`config.mk`:
```
export PLATFORM = sky130hd
export DESIGN_NAME = srec_stream_loader_flat
export DESIGN_NICKNAME = d
export VERILOG_FILES = /design/src/rtl/srec_pkg.sv /design/src/rtl/srec_stream_loader_if.sv /design/src/rtl/srec_stream_loader_line_buffer.sv /design/src/rtl/srec_stream_loader.sv /design/src/flat_wrapper.sv
export SDC_FILE = /design/constraint.sdc
export NUM_CORES = 1
export LEC_CHECK = 0
export ABC_CLOCK_PERIOD_IN_PS = 6150
export CORE_UTILIZATION = 46
export CTS_BUF_LIST = sky130_fd_sc_hd__clkbuf_8
export CTS_CLUSTER_DIAMETER = 80
export DETAILED_ROUTE_END_ITERATION = 6
export SYNTH_ARGS = -nofsm -noshare
export SYNTH_HDL_FRONTEND = slang
export SYNTH_SLANG_ARGS = --single-unit
```
`constraint.sdc`:
```
create_clock -name clk -period 6.15 [get_ports clk]
set_input_delay 1.23 -clock clk [delete_from_list [all_inputs] [get_ports clk]]
set_output_delay 1.23 -clock clk [all_outputs]
set_load 0.02 [all_outputs]
```
`src/rtl/srec_pkg.sv`:
```
// Shared types, ASCII constants and decode helpers
// for the SREC stream loader.
package srec_pkg;

  typedef enum logic [3:0] {
    S_IDLE,
    S_TYPE,
    S_COUNT,
    S_ADDR,
    S_DATA,
    S_CSUM,
    S_DRAIN,
    S_EOL,
    S_DONE,
    S_ERR
  } state_t;

  localparam logic [7:0] CH_S  = 8'h53;
  localparam logic [7:0] CH_CR = 8'h0D;
  localparam logic [7:0] CH_LF = 8'h0A;

  localparam logic [1:0] ACCESS_BYTE = 2'b00;

  // Address bytes for a record type digit; 0 marks an illegal type.
  function automatic logic [2:0] addr_len(input logic [7:0] c);
    case (c)
      8'h30, 8'h31, 8'h35, 8'h39: return 3'd2;
      8'h32, 8'h36, 8'h38:        return 3'd3;
      8'h33, 8'h37:               return 3'd4;
      default:                    return 3'd0;
    endcase
  endfunction

  // Returns {valid, nibble}.
  function automatic logic [4:0] hex_nib(input logic [7:0] c);
    if (c >= 8'h30 && c <= 8'h39)
      return {1'b1, c[3:0]};
    if ((c >= 8'h41 && c <= 8'h46) ||
        (c >= 8'h61 && c <= 8'h66))
      return {1'b1, c[3:0] + 4'd9};
    return 5'b0;
  endfunction

endpackage

```
`src/rtl/srec_stream_loader_if.sv`:
```
// Character stream and byte-write memory bus
// between a char source and the SREC loader.
interface srec_stream_loader_if;
  logic [7:0]  char_in;
  logic        char_valid_in;
  logic        char_ready_out;
  logic [31:0] mem_address_out;
  logic [31:0] mem_data_out;
  logic        mem_write_out;
  logic [1:0]  mem_access_size_out;

  modport master (
    output char_in, char_valid_in,
    input  char_ready_out,
    input  mem_address_out, mem_data_out,
    input  mem_write_out, mem_access_size_out
  );

  modport slave (
    input  char_in, char_valid_in,
    output char_ready_out,
    output mem_address_out, mem_data_out,
    output mem_write_out, mem_access_size_out
  );
endinterface

```
`src/rtl/srec_stream_loader_line_buffer.sv`:
```
// Record data line buffer: written while parsing,
// read back while draining to memory.
module srec_line_buffer #(
  parameter int MAX_DATA = 32,
  parameter int BUF_AW   = 5
) (
  input  logic              clk,
  input  logic              we,
  input  logic [BUF_AW-1:0] waddr,
  input  logic [7:0]        wdata,
  input  logic [BUF_AW-1:0] raddr,
  output logic [7:0]        rdata
);
  logic [7:0] mem [MAX_DATA];

  always_ff @(posedge clk) begin
    if (we) mem[waddr] <= wdata;
  end

  assign rdata = mem[raddr];
endmodule

```
`src/rtl/srec_stream_loader.sv`:
```
// Parses an ASCII SREC stream, checks each record and
// writes verified data bytes; releases fetch stall on S7/8/9.
module srec_stream_loader
  import srec_pkg::*;
#(
  parameter int MAX_DATA = 32,
  parameter int BUF_AW   = 5
) (
  input  logic        clk,
  input  logic        rst_n,
  srec_stream_loader_if.slave bus,
  output logic        stall_out,
  output logic [31:0] entry_pc_out,
  output logic        load_done_out,
  output logic        error_out
);
  localparam logic [8:0] MAXD = 9'(MAX_DATA);

  state_t      state, state_n;
  logic [3:0]  rtype, hi_nib, nib_cnt, nib;
  logic [2:0]  alen;
  logic [7:0]  dlen, sum, idx, byte_v, rd_byte;
  logic [8:0]  need, rem;
  logic [31:0] addr;
  logic        phase, acc, hv, hex_acc;
  logic        is_data, is_term, sum_ok, buf_we;

  assign {hv, nib} = hex_nib(bus.char_in);
  assign byte_v    = {hi_nib, nib};
  assign need      = 9'(alen) + 9'd1;
  assign rem       = {1'b0, byte_v} - need;
  assign sum_ok    = (sum + byte_v) == 8'hFF;
  assign is_data   = rtype inside {4'd1, 4'd2, 4'd3};
  assign is_term   = rtype inside {4'd7, 4'd8, 4'd9};

  assign bus.char_ready_out =
    !(state inside {S_DRAIN, S_DONE, S_ERR});
  assign acc     = bus.char_valid_in & bus.char_ready_out;
  assign hex_acc = acc & hv;

  assign bus.mem_write_out       = state == S_DRAIN;
  assign bus.mem_access_size_out = ACCESS_BYTE;
  assign stall_out = state != S_DONE;
  assign error_out = state == S_ERR;
  assign buf_we    = state == S_DATA && hex_acc && phase;

  srec_line_buffer #(
    .MAX_DATA(MAX_DATA),
    .BUF_AW  (BUF_AW)
  ) u_line_buf (
    .clk  (clk),
    .we   (buf_we),
    .waddr(idx[BUF_AW-1:0]),
    .wdata(byte_v),
    .raddr(state == S_DRAIN ? idx[BUF_AW-1:0] : '0),
    .rdata(rd_byte)
  );

  always_comb begin
    state_n = state;
    case (state)
      S_IDLE: if (acc) begin
        if (bus.char_in == CH_S)
          state_n = S_TYPE;
        else if (!(bus.char_in inside {CH_CR, CH_LF}))
          state_n = S_ERR;
      end
      S_TYPE: if (acc)
        state_n = addr_len(bus.char_in) != 3'd0
                  ? S_COUNT : S_ERR;
      S_COUNT: if (acc) begin
        if (!hv) state_n = S_ERR;
        else if (phase)
          state_n = ({1'b0, byte_v} < need || rem > MAXD)
                    ? S_ERR : S_ADDR;
      end
      S_ADDR: if (acc) begin
        if (!hv) state_n = S_ERR;
        else if (nib_cnt == {alen, 1'b0} - 4'd1)
          state_n = dlen == 8'd0 ? S_CSUM : S_DATA;
      end
      S_DATA: if (acc) begin
        if (!hv) state_n = S_ERR;
        else if (phase && idx == dlen - 8'd1)
          state_n = S_CSUM;
      end
      S_CSUM: if (acc) begin
        if (!hv) state_n = S_ERR;
        else if (phase) begin
          if (!sum_ok) state_n = S_ERR;
          else if (is_data && dlen != 8'd0) state_n = S_DRAIN;
          else state_n = S_EOL;
        end
      end
      S_DRAIN: if (idx == dlen) state_n = S_EOL;
      S_EOL: if (acc) begin
        if (bus.char_in == CH_LF)
          state_n = load_done_out ? S_DONE : S_IDLE;
        else if (bus.char_in != CH_CR)
          state_n = S_ERR;
      end
      S_DONE:  state_n = S_DONE;
      S_ERR:   state_n = S_ERR;
      default: state_n = S_ERR;
    endcase
  end

  always_ff @(posedge clk or negedge rst_n) begin
    if (!rst_n) begin
      state               <= S_IDLE;
      rtype               <= '0;
      alen                <= '0;
      hi_nib              <= '0;
      phase               <= 1'b0;
      nib_cnt             <= '0;
      dlen                <= '0;
      sum                 <= '0;
      idx                 <= '0;
      addr                <= '0;
      entry_pc_out        <= '0;
      load_done_out       <= 1'b0;
      bus.mem_address_out <= '0;
      bus.mem_data_out    <= '0;
    end else begin
      state <= state_n;
      if (hex_acc &&
          state inside {S_COUNT, S_ADDR, S_DATA, S_CSUM}) begin
        phase <= ~phase;
        if (!phase) hi_nib <= nib;
      end
      if (state == S_TYPE && acc) begin
        rtype <= bus.char_in[3:0];
        alen  <= addr_len(bus.char_in);
      end
      if (state == S_COUNT && hex_acc && phase) begin
        sum     <= byte_v;
        dlen    <= rem[7:0];
        addr    <= '0;
        nib_cnt <= '0;
        idx     <= '0;
      end
      if (state == S_ADDR && hex_acc) begin
        addr    <= {addr[27:0], nib};
        nib_cnt <= nib_cnt + 4'd1;
        if (phase) sum <= sum + byte_v;
      end
      if (state == S_DATA && hex_acc && phase) begin
        sum <= sum + byte_v;
        idx <= idx + 8'd1;
      end
      // Preload the first write so strobes start right after the checksum.
      if (state == S_CSUM && hex_acc && phase && sum_ok) begin
        if (state_n == S_DRAIN) begin
          idx                 <= 8'd1;
          bus.mem_address_out <= addr;
          bus.mem_data_out    <= {24'h0, rd_byte};
        end
        if (is_term) begin
          entry_pc_out  <= addr;
          load_done_out <= 1'b1;
        end
      end
      if (state == S_DRAIN && idx != dlen) begin
        idx                 <= idx + 8'd1;
        bus.mem_address_out <= bus.mem_address_out + 32'd1;
        bus.mem_data_out    <= {24'h0, rd_byte};
      end
    end
  end
endmodule

```
`src/flat_wrapper.sv`:
```
// flat-port wrapper written by rule: the top's interface ports become plain ports
module srec_stream_loader_flat import srec_pkg::*;
#(
  parameter int MAX_DATA = 32,
  parameter int BUF_AW   = 5
)
  (clk, rst_n, stall_out, entry_pc_out, load_done_out, error_out, bus_char_in, bus_char_valid_in, bus_char_ready_out, bus_mem_address_out, bus_mem_data_out, bus_mem_write_out, bus_mem_access_size_out);
  srec_stream_loader_if bus_i ();
  input  logic clk;
  input  logic rst_n;
  output logic stall_out;
  output logic [31:0] entry_pc_out;
  output logic load_done_out;
  output logic error_out;
  input wire logic [$bits(bus_i.char_in)-1:0] bus_char_in;
  input wire logic [$bits(bus_i.char_valid_in)-1:0] bus_char_valid_in;
  output wire logic [$bits(bus_i.char_ready_out)-1:0] bus_char_ready_out;
  output wire logic [$bits(bus_i.mem_address_out)-1:0] bus_mem_address_out;
  output wire logic [$bits(bus_i.mem_data_out)-1:0] bus_mem_data_out;
  output wire logic [$bits(bus_i.mem_write_out)-1:0] bus_mem_write_out;
  output wire logic [$bits(bus_i.mem_access_size_out)-1:0] bus_mem_access_size_out;
  assign bus_i.char_in = bus_char_in;
  assign bus_i.char_valid_in = bus_char_valid_in;
  assign bus_char_ready_out = bus_i.char_ready_out;
  assign bus_mem_address_out = bus_i.mem_address_out;
  assign bus_mem_data_out = bus_i.mem_data_out;
  assign bus_mem_write_out = bus_i.mem_write_out;
  assign bus_mem_access_size_out = bus_i.mem_access_size_out;
  srec_stream_loader #(.MAX_DATA(MAX_DATA), .BUF_AW(BUF_AW)) u_core (.clk(clk), .rst_n(rst_n), .bus(bus_i), .stall_out(stall_out), .entry_pc_out(entry_pc_out), .load_done_out(load_done_out), .error_out(error_out));
endmodule
```
==> tab_implementation.tex <==
\begin{tabular}{lr}
\hline
Metric & Value \\
\hline
\multicolumn{2}{l}{\textbf{Timing}} \\
Final hold viol count & 0 \\
TNS Setup & 0 ns \\
Tmin final & 5.16 ns \\
Total of endpoints with negative setup slack in the final report & 0 \\
Max Clk Rate & 0.194 GHz \\
Worst slew pin tran & 1.21 ns \\
Unrepaired setup endpoints after global routing & false \\
Slew Viols, Final & 0 \\
Final Worst Setup Slack & 0.987 ns \\
Hold WS & 0.509 ns \\
Share of the clock period used by the worst path after layout & 84.0\% \\
Final Skew & 0.0351 ns \\
Slew HR & 19.5\% \\
\multicolumn{2}{l}{\textbf{GRT}} \\
First-pass GRT wire length & 78900 um \\
Via count of the first global-routing pass & 13000 \\
Antenna violations before repair & 0 \\
Maximum number of pins on one net before global-route repair & 58 \\
All-layer global routing usage & 24.8\% \\
Global route overflow & 0 \\
\multicolumn{2}{l}{\textbf{Clocking}} \\
Clock Latency Late Sink & 0.62 ns \\
Post-cts gate resize count & 0 \\
Number of buffers between clock root and the deepest sink & 3 \\
Hold buffer count at CTS & 0 \\
Root buffer cell & clkbuf\_8 \\
Clock input transition at the sequential cells of the worst setup and hold paths & 0.06 ns \\
Sink Count & 405 \\
Clock tree from TritonCTS & yes \\
H-tree depth & 3 \\
Number of setup buffers added after CTS & 0 \\
Clock buffer count from CTS & 69 \\
\multicolumn{2}{l}{\textbf{Yosys}} \\
Post-synth EDFFs & 256 \\
Netlist area before placement & 18900 um2 \\
Gate count after technology mapping & 1589 \\
Most frequently used flop master after synthesis & edfxtp\_1 \\
Yosys warning total & 0 \\
Share of Yosys cell area claimed by the top area cell type & 40.6\% \\
Distinct cell type count after synthesis & 91 \\
Fraction of registers with async set/reset & 36.8\% \\
Leading area contributor after synthesis & edfxtp\_1 \\
Post-synthesis sequential area ratio & 60.2\% \\
Biggest area contributors in the synthesized netlist & edfxtp\_1 41\%, dfrtp\_1 20\%, nand2\_1 3.4\% \\
Mean instance size in the synthesized netlist & 11.9 um2 \\
Seq cells post-synth & 405 \\
\multicolumn{2}{l}{\textbf{Floorplanning}} \\
Die height & 205 um \\
Starting density of the core & 47.2\% \\
Area enclosed by the die boundary & 42000 um2 \\
Core outline area & 40200 um2 \\
Row cnt & 73 \\
I/O pin count & 114 \\
Die width & 205 um \\
\multicolumn{2}{l}{\textbf{Critical path}} \\
Startpoint types & input pin \\
Cell type of the slowest stage on the worst timing path & clkdlybuf4s50\_1 \\
Maximum cell stage delay along the critical path & 0.62 ns \\
Arrival @ worst endpoint & 5.71 ns \\
Worst reg2reg path startpoint & u\_core.state[0] \\
Worst Reg2Reg Path Length in Cells & 10 \\
Worst-path cell chain & clkdlybuf4s50\_1 > ha\_1 > o21bai\_1 > a21boi\_2 > nand2\_1 > o21ai\_2 > buf\_4 > inv\_1 > ha\_1 > inv\_1 > fa\_1 > and2\_1 > a31oi\_1 > o21ba\_2 > a2111oi\_0 > o32ai\_1 > a31oi\_1 > a311o\_1 \\
Worst-path maximum fanout & 33 \\
Startpoint-to-endpoint class of the critical path & input pin to flip-flop \\
Type of element capturing the critical path & flip-flop \\
Worst endpoint required time & 6.70 ns \\
Capturing point of the worst reg2reg path & u\_core.bus.mem\_data\_out[4] \\
Worst-case register-to-register setup slack & 1.94 ns \\
\multicolumn{2}{l}{\textbf{Placed design}} \\
Post-place instance area & 20200 um2 \\
DPL Wire Length & 32700 um \\
Pre-CTS setup slack & 0.430 ns \\
Buffers added on ports & 87 \\
Number of cells in the design after placement & 2137 \\
GP Congestion & 0.922 \\
\multicolumn{2}{l}{\textbf{Hold path}} \\
Hold Startpoint & u\_core.entry\_pc\_out[2] \\
Worst Hold End & u\_core.entry\_pc\_out[2] \\
Depth of the worst hold-timing path & 1 \\
Hold Crit Class & flip-flop to flip-flop \\
\multicolumn{2}{l}{\textbf{Routing}} \\
Number of vias in the routed layout & 13400 \\
DRT antenna net count & 0 \\
Detailed-router iteration count before antenna repair & 5 \\
Initial DRC count & 1142 \\
DR WL/cell & 22.5 um \\
Final WL & 50900 um \\
Detail-routed via count per cell & 5.91 \\
Count of unresolved DRC violations after routing & 0 \\
\multicolumn{2}{l}{\textbf{Layout}} \\
Top library cells by usage in the layout, fill and taps aside & 256 x edfxtp\_1, 173 x nand2\_1, 147 x dfrtp\_1 \\
Design Area, Final & 21500 um2 \\
Non-Filler Instances & 2263 \\
Total Nets Final & 1720 \\
Most common cell after layout, fill and taps aside & edfxtp\_1 \\
Diode insertion count for antenna repair & 0 \\
Area Overhead vs Synth & 13.4\% \\
Fraction of the core area covered by cells at the end of the flow & 53.5\% \\
Layout cells sized above 1 & 12.0\% \\
\multicolumn{2}{l}{\textbf{Power}} \\
Maximum resistive drop on vdd & 147 uV \\
Lkg Pwr & 8.06 nW \\
Post-layout total power & 5.44 mW \\
Power per standard cell area & 253 nW/um2 \\
\multicolumn{2}{l}{\textbf{Job}} \\
\# Max-Cap Violations & 0 \\
\multicolumn{2}{l}{\textbf{Run status}} \\
Status & completed \\
\hline
\end{tabular}
[Yosys cell counts, drive strengths merged, types with 4 or more instances]
master   instances
edfxtp         256
nand2          174
dfrtp          149
nor2           121
buf             78
a21oi           77
nand3           74
o21ai           70
mux2            50
nor3            46
mux2i           44
clkbuf          40
a22o            34
inv             32
a31oi           31
ha              24
and3            23
o22ai           23
a211oi          22
xnor2           21
nand2b          18
xor2            15
nor2b           12
o221ai          12
nand4           10
or3             10
o211ai           9
o211a            8
o32ai            7
and2             6
nor4             6
o2111ai          6
a41oi            5
o31ai            5
a211o            4
nor4b            4
o21a             4
o311ai           4
or2              4
[power breakdown]
group	internal, mW	switching (mW)
Clock	1.23	1.09
Sequential	2.89	0.0201
Combinational	0.0788	0.139
Total	4.20	1.25
[worst max-delay path by stage]
stage	from	endpoint	slack (ns)
final	bus_char_in[0]	u_core.state[1]	0.99
after global routing	bus_char_in[0]	u_core.bus.mem_address_out[3]	0.66
after CTS	bus_char_in[1]	u_core.state[1]	1.07
after detailed placement	bus_char_in[1]	u_core.state[1]	0.43
after global placement	bus_char_in[0]	u_core.state[1]	0.56
after floorplan	bus_char_in[3]	u_core.entry_pc_out[10]	0.55
[sequential cells by signal, summed over array words and instances, names as in the netlist]
| register | flops |
|---|---|
| u_core.bus.mem_address_out | 32 |
| u_core.rtype | 4 |
| u_core.load_done_out | 1 |
| u_core.u_line_buf.mem | 256 |
| u_core.sum | 8 |
| u_core.addr | 32 |
| u_core.entry_pc_out | 32 |
| u_core.dlen | 8 |
| u_core.state | 4 |
| u_core.nib_cnt | 4 |
| u_core.alen | 3 |
| u_core.hi_nib | 4 |
| u_core.phase | 1 |
| u_core.bus.mem_data_out | 8 |
| u_core.idx | 8 |
[kinds of logic (layout without fill, tap and decap cells)]
logic type               Yosys count  in the layout  share of synthesized area, %
multiplexers                      97             97                          6.23
AO/OA/AOI/OAI                    352            352                          12.5
AND/OR/NAND/NOR                  520            520                          13.2
other                              1             26                        0.0198
buffers and inverters            151            275                          4.17
flip-flops                       405            405                          60.2
adder cells (fa/ha/maj)           26             26                          1.80
XOR/XNOR                          37             37                          1.78
[layout make-up]
class,instances,area [um2]
multi-input combinational,1058,6860
tap,525,657
inverter,33,125
sequential,405,11400
clock buffer,80,1100
clock inverter,46,221
fill,3511,18700
timing repair buffer,116,1100
[worst max-delay path, delay by kind of cell]
| family | cells | cell delay [ns] |
|---|---|---|
| buf+inv | 4 | 1.27 |
| fa+ha+maj | 3 | 0.81 |
| simple gates | 2 | 0.29 |
| compound gates | 9 | 2.10 |
[routing by layer]
| layer | up-vias | share of wire, % | global-route usage, % |
|---|---|---|---|
| li1 | 6078 | - | - |
| met5 | - | 0 | 0 |
| met4 | 0 | 3.0 | 9.21 |
| met1 | 6610 | 44 | 34.9 |
| met3 | 85 | 7.3 | 4.37 |
| met2 | 591 | 46 | 38.2 |
Power figures use the tool's default switching activity.
